[src/rtl/i2c_master_ctrl_pkg.sv]
// Shared definitions for the memory-mapped I2C master.
// Holds the FSM state encodings, the IO offsets decoded on the load side,
// the status word layout and the latched command payload.
package i2c_master_ctrl_pkg;

    localparam int unsigned DATA_W  = 8;
    localparam int unsigned DEV_W   = 7;
    localparam int unsigned RDATA_W = 16;

    // FSM state encodings
    localparam logic [2:0] ST_IDLE    = 3'd0;
    localparam logic [2:0] ST_START   = 3'd1;
    localparam logic [2:0] ST_TX_BYTE = 3'd2;
    localparam logic [2:0] ST_RX_ACK  = 3'd3;
    localparam logic [2:0] ST_RSTART  = 3'd4;
    localparam logic [2:0] ST_RX_BYTE = 3'd5;
    localparam logic [2:0] ST_TX_ACK  = 3'd6;
    localparam logic [2:0] ST_STOP    = 3'd7;

    typedef enum logic [2:0] {
        IDLE    = ST_IDLE,
        START   = ST_START,
        TX_BYTE = ST_TX_BYTE,
        RX_ACK  = ST_RX_ACK,
        RSTART  = ST_RSTART,
        RX_BYTE = ST_RX_BYTE,
        TX_ACK  = ST_TX_ACK,
        STOP    = ST_STOP
    } state_e;

    // Which byte of the transaction is in flight
    typedef enum logic [2:0] {
        STEP_ADDR_W = 3'd0,   // {dev,0}
        STEP_REG    = 3'd1,   // register address
        STEP_BYTE2  = 3'd2,   // write data, or {dev,1} for reads
        STEP_RX0    = 3'd3,   // first read byte
        STEP_RX1    = 3'd4    // second read byte
    } step_e;

    // IO offsets matching the load-side decode
    localparam logic [11:0] I2C_STATUS = 12'h100;
    localparam logic [11:0] I2C_RDATA  = 12'h104;

    // Status word layout
    localparam int unsigned STAT_READY_BIT  = 0;
    localparam int unsigned STAT_RVALID_BIT = 1;

    typedef struct packed {
        logic              rw;
        logic              two_byte;
        logic [DEV_W-1:0]  dev_addr;
        logic [DATA_W-1:0] reg_addr;
        logic [DATA_W-1:0] wdata;
    } i2c_cmd_t;

endpackage

[src/rtl/i2c_master_ctrl_bit_timer.sv]
// Bit-slot timer: divides clk into quarter-bit phases.
// Ports: run (count enable, counters held clear when low),
//        tick_c (one-cycle pulse at divider wrap), phase (0..3 within a slot),
//        slot_end_c (tick in phase 3, last cycle of a slot).
module i2c_bit_timer #(
    parameter int unsigned CLK_DIV = 125
) (
    input  logic       clk,
    input  logic       rst_n,
    input  logic       run,
    output logic       tick_c,
    output logic [1:0] phase,
    output logic       slot_end_c
);

    localparam int unsigned CNT_W = (CLK_DIV > 1) ? $clog2(CLK_DIV) : 1;

    logic [CNT_W-1:0] cnt;

    assign tick_c     = run && (cnt == CNT_W'(CLK_DIV - 1));
    assign slot_end_c = tick_c && (phase == 2'd3);

    // Divider and phase counter, both cleared while idle
    always_ff @(posedge clk or negedge rst_n) begin
        if (!rst_n) begin
            cnt   <= '0;
            phase <= 2'd0;
        end else if (!run) begin
            cnt   <= '0;
            phase <= 2'd0;
        end else if (tick_c) begin
            cnt   <= '0;
            phase <= phase + 2'd1;
        end else begin
            cnt   <= cnt + CNT_W'(1);
        end
    end

endmodule

[src/rtl/i2c_master_ctrl.sv]
// Memory-mapped I2C master: register write (1 byte) and register read (1 or 2 bytes).
// Ports: cmd_* command handshake (accepted while ctrl_ready=1), rdata_ack clears
//        rdata_valid, rdata/rdata_valid/nack_err results, scl_oe/sda_oe open-drain
//        pull-downs, sda_i raw SDA line (synchronized internally).
module i2c_master_ctrl
    import i2c_master_ctrl_pkg::*;
#(
    parameter int unsigned CLK_DIV = 125
) (
    input  logic                clk,
    input  logic                rst_n,
    input  logic                cmd_valid,
    input  logic                cmd_rw,
    input  logic                cmd_two_byte,
    input  logic [DEV_W-1:0]    cmd_dev_addr,
    input  logic [DATA_W-1:0]   cmd_reg_addr,
    input  logic [DATA_W-1:0]   cmd_wdata,
    input  logic                rdata_ack,
    output logic                ctrl_ready,
    output logic                rdata_valid,
    output logic [RDATA_W-1:0]  rdata,
    output logic                nack_err,
    output logic                scl_oe,
    output logic                sda_oe,
    input  logic                sda_i
);

    state_e              state, state_n;
    step_e               step, step_n;
    i2c_cmd_t            cmd, cmd_n;
    logic [2:0]          bit_cnt, bit_cnt_n;
    logic [DATA_W-1:0]   tx_byte, tx_byte_n;
    logic [DATA_W-1:0]   rx_byte, rx_byte_n;
    logic [DATA_W-1:0]   rx_b0, rx_b0_n;
    logic                nack_q, nack_q_n;
    logic                ctrl_ready_n, rdata_valid_n, nack_err_n;
    logic [RDATA_W-1:0]  rdata_n;
    logic                scl_oe_n, sda_oe_n;
    logic [1:0]          phase, phase_n;
    logic                tick_c, slot_end_c, sample_c, busy_c;
    logic                sda_s1, sda_s2;

    assign busy_c   = (state != IDLE);
    // sda_i is sampled on the edge that starts phase 3
    assign sample_c = tick_c && (phase == 2'd2);

    i2c_bit_timer #(.CLK_DIV(CLK_DIV)) u_timer (
        .clk        (clk),
        .rst_n      (rst_n),
        .run        (busy_c),
        .tick_c     (tick_c),
        .phase      (phase),
        .slot_end_c (slot_end_c)
    );

    // State, datapath and output registers
    always_ff @(posedge clk or negedge rst_n) begin
        if (!rst_n) begin
            state       <= IDLE;
            step        <= STEP_ADDR_W;
            cmd         <= '0;
            bit_cnt     <= 3'd0;
            tx_byte     <= '0;
            rx_byte     <= '0;
            rx_b0       <= '0;
            nack_q      <= 1'b0;
            ctrl_ready  <= 1'b1;
            rdata_valid <= 1'b0;
            rdata       <= '0;
            nack_err    <= 1'b0;
            scl_oe      <= 1'b0;
            sda_oe      <= 1'b0;
            sda_s1      <= 1'b1;
            sda_s2      <= 1'b1;
        end else begin
            state       <= state_n;
            step        <= step_n;
            cmd         <= cmd_n;
            bit_cnt     <= bit_cnt_n;
            tx_byte     <= tx_byte_n;
            rx_byte     <= rx_byte_n;
            rx_b0       <= rx_b0_n;
            nack_q      <= nack_q_n;
            ctrl_ready  <= ctrl_ready_n;
            rdata_valid <= rdata_valid_n;
            rdata       <= rdata_n;
            nack_err    <= nack_err_n;
            scl_oe      <= scl_oe_n;
            sda_oe      <= sda_oe_n;
            sda_s1      <= sda_i;
            sda_s2      <= sda_s1;
        end
    end

    // Next-state, datapath and bus drive for the upcoming phase
    always_comb begin
        state_n       = state;
        step_n        = step;
        cmd_n         = cmd;
        bit_cnt_n     = bit_cnt;
        tx_byte_n     = tx_byte;
        rx_byte_n     = rx_byte;
        rx_b0_n       = rx_b0;
        nack_q_n      = nack_q;
        ctrl_ready_n  = ctrl_ready;
        rdata_valid_n = rdata_valid & ~rdata_ack;
        rdata_n       = rdata;
        nack_err_n    = nack_err;
        scl_oe_n      = 1'b0;
        sda_oe_n      = 1'b0;
        phase_n       = tick_c ? (phase + 2'd1) : phase;

        unique case (state)
            IDLE: begin
                if (cmd_valid) begin
                    cmd_n = '{rw: cmd_rw, two_byte: cmd_two_byte, dev_addr: cmd_dev_addr,
                              reg_addr: cmd_reg_addr, wdata: cmd_wdata};
                    state_n       = START;
                    ctrl_ready_n  = 1'b0;
                    nack_err_n    = 1'b0;
                    rdata_valid_n = 1'b0;
                end
            end
            START: begin
                if (slot_end_c) begin
                    state_n   = TX_BYTE;
                    step_n    = STEP_ADDR_W;
                    tx_byte_n = {cmd.dev_addr, 1'b0};
                    bit_cnt_n = 3'd7;
                end
            end
            TX_BYTE: begin
                if (slot_end_c) begin
                    tx_byte_n = {tx_byte[DATA_W-2:0], 1'b0};
                    if (bit_cnt == 3'd0) begin
                        state_n = RX_ACK;
                    end else begin
                        bit_cnt_n = bit_cnt - 3'd1;
                    end
                end
            end
            RX_ACK: begin
                if (sample_c) begin
                    nack_q_n = sda_s2;
                end
                if (slot_end_c) begin
                    bit_cnt_n = 3'd7;
                    if (nack_q) begin
                        state_n    = STOP;
                        nack_err_n = 1'b1;
                    end else begin
                        unique case (step)
                            STEP_ADDR_W: begin
                                state_n   = TX_BYTE;
                                step_n    = STEP_REG;
                                tx_byte_n = cmd.reg_addr;
                            end
                            STEP_REG: begin
                                if (cmd.rw) begin
                                    state_n = RSTART;
                                end else begin
                                    state_n   = TX_BYTE;
                                    step_n    = STEP_BYTE2;
                                    tx_byte_n = cmd.wdata;
                                end
                            end
                            STEP_BYTE2: begin
                                if (cmd.rw) begin
                                    state_n = RX_BYTE;
                                    step_n  = STEP_RX0;
                                end else begin
                                    state_n = STOP;
                                end
                            end
                            default: state_n = STOP;
                        endcase
                    end
                end
            end
            RSTART: begin
                if (slot_end_c) begin
                    state_n   = TX_BYTE;
                    step_n    = STEP_BYTE2;
                    tx_byte_n = {cmd.dev_addr, 1'b1};
                    bit_cnt_n = 3'd7;
                end
            end
            RX_BYTE: begin
                if (sample_c) begin
                    rx_byte_n = {rx_byte[DATA_W-2:0], sda_s2};
                end
                if (slot_end_c) begin
                    if (bit_cnt == 3'd0) begin
                        state_n = TX_ACK;
                    end else begin
                        bit_cnt_n = bit_cnt - 3'd1;
                    end
                end
            end
            TX_ACK: begin
                if (slot_end_c) begin
                    if ((step == STEP_RX0) && cmd.two_byte) begin
                        state_n   = RX_BYTE;
                        step_n    = STEP_RX1;
                        rx_b0_n   = rx_byte;
                        bit_cnt_n = 3'd7;
                    end else begin
                        state_n = STOP;
                    end
                end
            end
            STOP: begin
                if (slot_end_c) begin
                    state_n      = IDLE;
                    ctrl_ready_n = 1'b1;
                    if (cmd.rw && !nack_err) begin
                        rdata_valid_n = 1'b1;
                        rdata_n = cmd.two_byte ? {rx_b0, rx_byte} : {8'h00, rx_byte};
                    end
                end
            end
            default: state_n = IDLE;
        endcase

        // SCL is low in phases 0-1 of every slot except START
        unique case (state_n)
            IDLE: begin
                scl_oe_n = 1'b0;
                sda_oe_n = 1'b0;
            end
            START: begin
                scl_oe_n = (phase_n == 2'd3);
                sda_oe_n = phase_n[1];
            end
            RSTART: begin
                scl_oe_n = ~phase_n[1];
                sda_oe_n = (phase_n == 2'd3);
            end
            STOP: begin
                scl_oe_n = ~phase_n[1];
                sda_oe_n = (phase_n != 2'd3);
            end
            TX_BYTE: begin
                scl_oe_n = ~phase_n[1];
                sda_oe_n = ~tx_byte_n[DATA_W-1];
            end
            TX_ACK: begin
                // ACK only after the first byte of a two-byte read
                scl_oe_n = ~phase_n[1];
                sda_oe_n = (step_n == STEP_RX0) && cmd_n.two_byte;
            end
            default: begin
                scl_oe_n = ~phase_n[1];
                sda_oe_n = 1'b0;
            end
        endcase
    end

endmodule

[config.mk]
export PLATFORM = sky130hd
export DESIGN_NAME = i2c_master_ctrl
export DESIGN_NICKNAME = d
export VERILOG_FILES = /design/src/rtl/i2c_master_ctrl_pkg.sv /design/src/rtl/i2c_master_ctrl_bit_timer.sv /design/src/rtl/i2c_master_ctrl.sv
export SDC_FILE = /design/constraint.sdc
export NUM_CORES = 1
export LEC_CHECK = 0
export CORE_MARGIN = 3
export CORE_UTILIZATION = 50
export CTS_CLUSTER_SIZE = 40
export DETAILED_ROUTE_END_ITERATION = 7
export PLACE_DENSITY = 0.72
export SYNTH_ARGS = -nofsm -noshare
export SYNTH_HDL_FRONTEND = slang
export SYNTH_SLANG_ARGS = --single-unit
export TNS_END_PERCENT = 30
[constraint.sdc]
create_clock -name clk -period 2.3 [get_ports clk]
set_clock_uncertainty 0.05 [all_clocks]
set_input_delay 0.23 -clock clk [delete_from_list [all_inputs] [get_ports clk]]
set_output_delay 0.23 -clock clk [all_outputs]
set_load 0.005 [all_outputs]
==> results of run 1 <==
where the power goes:
| group | total, mW | internal, mW | switching (mW) | leakage, nW |
|---|---|---|---|---|
| Combinational | 0.0872 | 0.0486 | 0.0386 | 1.18 |
| Sequential | 1.60 | 1.60 | 0.000918 | 1.23 |
| Clock | 1.13 | 0.519 | 0.606 | 0.100 |
| Total | 2.81 | 2.17 | 0.646 | 2.51 |
metal layers:
layer / up-vias / share of wire [%] / track usage [%] / wire [microns]
li1: 1583 / - / - / -
met1: 1610 / 48 / 29.3 / 4570
met2: 108 / 45 / 30.8 / 4240
met3: 11 / 5.4 / 4.56 / 510
met4: 0 / 1.3 / 5.25 / 123
met5: - / 0 / 0 / 0
cells by family after synthesis:
| group | Yosys count |
|---|---|
| xor gates and xnor gates | 7 |
| DFF | 91 |
| buffers and inverters | 39 |
| and+or+nand+nor | 139 |
| muxes | 46 |
| AOI/OAI and AO/OA | 78 |
| adders and majority gates | 6 |
cells in the final DEF, fill, tap and decap left out, drive strengths merged, types with 6 or more instances in the layout:
| master | netlist | routed |
|---|---|---|
| o21ai | 8 | 8 |
| nand3 | 15 | 15 |
| nand2 | 53 | 53 |
| buf | 15 | 42 |
| clkbuf | 12 | 10 |
| dfrtp | 88 | 88 |
| ha | 6 | 6 |
| inv | 12 | 14 |
| a21oi | 24 | 24 |
| mux2 | 43 | 43 |
| a22oi | 15 | 15 |
| clkdlybuf4s50 | 0 | 49 |
| o22ai | 6 | 6 |
| nor2 | 32 | 32 |
state kept, by name, summed over array words and instances (netlist names), 2 cells and up:
signal         count
tx_byte            8
rx_byte            8
rx_b0              8
u_timer.phase      2
state              3
bit_cnt            3
rdata             16
step               3
u_timer.cnt        7
cmd               25
metrics by stage:
stage	area [sq um]	setup TNS (ns)	std cells	power [mW]
after global routing	5360	-0.0818	592	2.91
final	5360	0	592	2.81
after floorplan	4340	0	406	1.64
after CTS	5330	0	588	2.84
after detailed placement	5110	0	570	1.72
after global placement	5110	0	570	1.72
worst max-delay path by stage:
stage / cells past startpoint / slack (ns) / to
finish: 8 / 0.05 / sda_oe
global route: 8 / -0.08 / sda_oe
CTS: 8 / 0.01 / sda_oe
detailed placement: 8 / 0.004 / sda_oe
global placement: 7 / 0.07 / sda_oe
floorplan: 7 / 0.02 / sda_oe
critical path, delay by kind of cell, from the launching register on:
| family | cells | cell delay (ns) |
|---|---|---|
| and+or+nand+nor | 3 | 0.94 |
| muxes | 1 | 0.22 |
| adders and majority gates | 1 | 0.17 |
| AOI/OAI and AO/OA | 2 | 0.32 |
| buffers and inverters | 1 | 0.07 |
| DFF | 1 | 0.41 |
final cells by class:
class	count	area share, %
Timing Repair Buffer	92	15.4
Inverter	12	0.840
Tap cell	105	2.45
Sequential cell	91	42.5
Clock buffer	10	2.38
Clock inverter	6	1.38
Multi-Input combinational cell	276	35.0
timing repair:
| action | in CTS | in global routing |
|---|---|---|
| hold endpoints to repair | 22 | 0 |
| endpoints found under the setup margin | 1 | 2 |
| pin swaps | 1 | 1 |
| setup buffers | 1 | 4 |
| resized for setup | 0 | 3 |
| hold buffers | 1 | 0 |
==> metrics, run 1 <==
status finished clean; Initial Utilization 52.0%; number of CTS-inserted buffers 9; Synth Area in Compound Gates 12.3%; Max-slew headroom roughly 70%; Max Buffers Root-to-Sink 2; die width slightly below 100 microns; first-pass GRT wire length 15,800 microns; final hold slack between 0.2 and 0.25 ns; WS Path Type flip-flop to flip-flop; multiplexer share of the synthesized area 11.9%; crit-path max FO 7; Port Buf Inserts 50; vias in the first global route approximately 3,200; cells after synthesis 406; first drt pass iteration count 5; Max VDD drop 327 uV; ys flop type dfrtp_1; initial drt markers 180; register bit count reported by yosys 91; simple-gate portion of the synthesized area approximately 16%; area share of the largest cell type after synthesis 50.7%; final HPWL from detailed placement about 6900 microns; R2R Path Start u_timer.cnt[0]; Critical Path RT 2.54 ns; DRT antenna net count 0; Synth Area in XOR/XNOR 1.41%; H-tree Lvls 3; LEAKAGE between 2 and 3 nW; CTS tree built; Final WS setup 0.0488 ns; r2r setup slk 0.05 ns; synthesized cell area 4340 sq um; CTS sink cnt 91; top-count cell post-synth dfrtp_1; worst setup path startpoint u_timer.cnt[0]; Area Overhead vs Synth 23.6%; min-delay src sda_i; reg2reg path depth 8; Die Y 99.2 microns; multi-input logic area 1880 sq um; largest cells by area after synthesis dfrtp_1, mux2_2, nand2_1, a21oi_1, nor2_1; pwr/cell area 525 nW/um^2; largest net degree at the start of global routing between 40 and 50; Seq/Total Area, Yosys 52.6%; worst-margin pin slew 0.453 ns; Yosys cell types 60; Post-synth top cells dfrtp_1, nand2_1, mux2_2; WP data arrival 2.49 ns; GRT Resource Usage Total around 20%; max-slew violation count 0; Post-Route WL roughly 9400 microns; vias per cell 5.59; largest family of logic cells by synthesized area simple AND/OR/NAND/NOR gates; root buffer cell clkbuf_8; crit-path max cell delay 0.53 ns; share of flip-flops with an asynchronous set or reset between 90% and 100%; RePlAce Congestion 0.931; pre-CTS setup slack around 0.0038 ns; final core occ 64.3%; fill cell count 700; Site Rows 33; Syn Nets 442; Clk Latency, worst-skew pair between 0.3 and 0.4 ns; most area-hungry cell type in the Yosys netlist dfrtp_1; initial antenna violation count 0; layout cells sized above 1 around a quarter; critical-path cell list inv_1, ha_2, and2_4, and3_4, mux2i_1, o221ai_2, or4_1, a32oi_1; Sequential Area 2280 sq um; die area 9830 sq um; post-route minimum period approximately 2.3 ns; final setup vio count 0; Hold WC Path Type primary input to flip-flop; worst hold path depth 1; Adder-Cell Fraction of Synth Area between 1.5 and 2%; unrepaired setup endpoints after global routing yes; hold worst-path end sda_s1; Max Cap Viol 0; routed len/inst 15.9 microns; Ports between 50 and 60; Critical-path top delay cell or4_1; crit end category flip-flop; Mapped Avg Cell Area between 10 and 15 sq um; core area 8340 sq um; GRT overflow 0; startpoint types flip-flop; Ys Warns 0; EDFF count, synth 0; FF-to-FF End sda_oe; vias 3,312; maximum clock frequency ~440 MHz; antenna cells 0; Final nets roughly 520; Post-route DRC 0; Worst-path clk slew approximately 0.1 ns; final hold viol count 0; final period utilization roughly 98%
Note: power is estimated with default switching activity, not from simulation.
==> run 2: changes to the inputs <==
--- a/config.mk
+++ b/config.mk
@@ -9,6 +9,7 @@
 export CORE_UTILIZATION = 50
 export CTS_CLUSTER_SIZE = 40
 export DETAILED_ROUTE_END_ITERATION = 7
+export MAX_ROUTING_LAYER = met4
 export PLACE_DENSITY = 0.72
 export SYNTH_ARGS = -nofsm -noshare
 export SYNTH_HDL_FRONTEND = slang
==> run 2 against run 1 <==
Net effect: first-iteration DRC count decreased by 8.3%; global-route usage increased by 0.62 points; total power decreased by 0.23%; sequential share of layout area decreased by 0.21 points; clock power about the same; sequential power about the same; combinational power decreased by 3.8%; die area unchanged; clock-buffer cell count increased by 2; largest power group unchanged.
==> metrics, run 2 (synthesized netlist as in run 1, its figures left out) <==
core area 8340 sq um; crit end category flip-flop; die area 9830 sq um; number of CTS-inserted buffers 9; hold worst-path end sda_s1; Initial Utilization 52.0%; reg2reg path depth 8; root buffer cell clkbuf_8; initial drt markers about 170; worst-margin pin slew a little under 0.5 ns; largest net degree at the start of global routing 92; Post-Route WL 9590 microns; Final nets 516; die width 99.2 microns; layout cells sized above 1 25.8%; initial antenna violation count 0; startpoint types flip-flop; Critical-path top delay cell or4_1; DRT antenna net count 0; max reg flops 25; antenna cells 0; Buf/Inv on CP 1; Worst-path clk slew 0.09 ns; final setup vio count 0; GRT Resource Usage Total 20.8%; vias per cell 5.66; worst hold path depth 1; FF-to-FF End sda_oe; Largest regs cmd x25, rdata x16; Port Buf Inserts 50; Site Rows 33; Max-slew headroom 67.4%; Die Y 99.2 microns; LEAKAGE 2.51 nW; final hold slack 0.227 ns; GRT overflow 0; max-slew violation count 0; vias 3,337; final HPWL from detailed placement 6870 microns; unrepaired setup endpoints after global routing yes; Area Overhead vs Synth 24.4%; most frequent cells in the layout dfrtp_1, nand2_1, clkdlybuf4s50_1; crit-path max FO 8; final hold viol count 0; Critical Path RT approximately 2.5 ns; Post-route DRC 0; Hold WC Path Type primary input to flip-flop; Max VDD drop 277 uV; routed len/inst roughly 16 microns; final period utilization 97.6%; Ports 51; R2R Path Start u_timer.cnt[0]; CP top delay family simple AND/OR/NAND/NOR gates; WS Path Type flip-flop to flip-flop; H-tree Lvls 3; RePlAce Congestion about 0.94; r2r setup slk between 0.05 and 0.06 ns; vias in the first global route ~3,300; post-route minimum period 2.25 ns; Max Cap Viol 0; first drt pass iteration count 5; CTS tree built; Max Buffers Root-to-Sink 2; setup TNS 0 ns; Most flops, register cmd; maximum clock frequency approximately 450 MHz; pwr/cell area 520 nW/um^2; status finished clean; WP data arrival ~2.5 ns; critical-path cell list inv_1, ha_2, and2_4, and3_4, a41oi_2, and3_1, or4_1, a32oi_1; min-delay src sda_i; crit-path max cell delay a little over 0.5 ns; CTS sink cnt 91; first-pass GRT wire length 15,800 microns; Clk Latency, worst-skew pair roughly 0.36 ns; commonest non-fill, non-tap cell in the layout dfrtp_1
==> run 2: power by group <==
group,switching [mW],internal (mW)
Sequential,0.000936,1.60
Clock,0.575,0.547
Combinational,0.0365,0.0475
==> run 2: layout make-up <==
cell class	count	area (sq um)
multi-input combinational	276	1910
inverter	12	45.0
clock inverter	4	58.8
fill	698	2940
timing repair buffer	90	826
tap	105	131
clock buffer	12	145
sequential	91	2280
==> run 2: worst max path at each step <==
stage,cells after the start,startpoint,to
6_report,8,u_timer.cnt[0],sda_oe
3_3_place_gp,8,u_timer.cnt[0],sda_oe
5_1_grt,8,u_timer.cnt[1],sda_oe
3_5_place_dp,8,u_timer.cnt[0],sda_oe
2_1_floorplan,7,u_timer.phase[0],sda_oe
4_1_cts,8,u_timer.cnt[0],sda_oe
==> run 2: timing repair <==
| item | in CTS | in global routing |
|---|---|---|
| hold buffers | 1 | 0 |
| pin swaps | 1 | 7 |
| setup buffers | 1 | 4 |
| endpoints found under the hold margin | 88 | 0 |
| gates resized for setup | 0 | 11 |
| endpoints found under the setup margin | 1 | 2 |
==> run 2: worst register-to-register path: stages, from the launching register on <==
cell	delay (ns)
dfrtp_1	0.39
inv_1	0.07
ha_2	0.17
and2_4	0.19
and3_4	0.24
a41oi_2	0.13
and3_1	0.22
or4_1	0.51
a32oi_1	0.21
==> run 2: metrics by stage <==
stage / cell area (sq um) / utilization [%] / setup WS, ns / cells / power, mW
4_1_cts: 5330 / 63.9 / 0.0130 / 586 / 2.84
3_3_place_gp: 5110 / 61.2 / 0.0816 / 568 / 1.72
5_1_grt: 5400 / 64.7 / -0.0461 / 590 / 2.92
6_report: 5400 / 64.7 / 0.0549 / 590 / 2.81
3_5_place_dp: 5110 / 61.2 / 0.0133 / 568 / 1.72
2_1_floorplan: 4340 / - / 0.0216 / 406 / 1.64
==> run 2: layer usage <==
metal  vias up  wire length, microns  global-route usage [%]
met5         -                     0                       -
met4         0                   179                    7.56
met3        17                   436                    3.72
met2        99                  4530                    32.0
met1      1639                  4440                    27.9
li1       1582                     -                       -
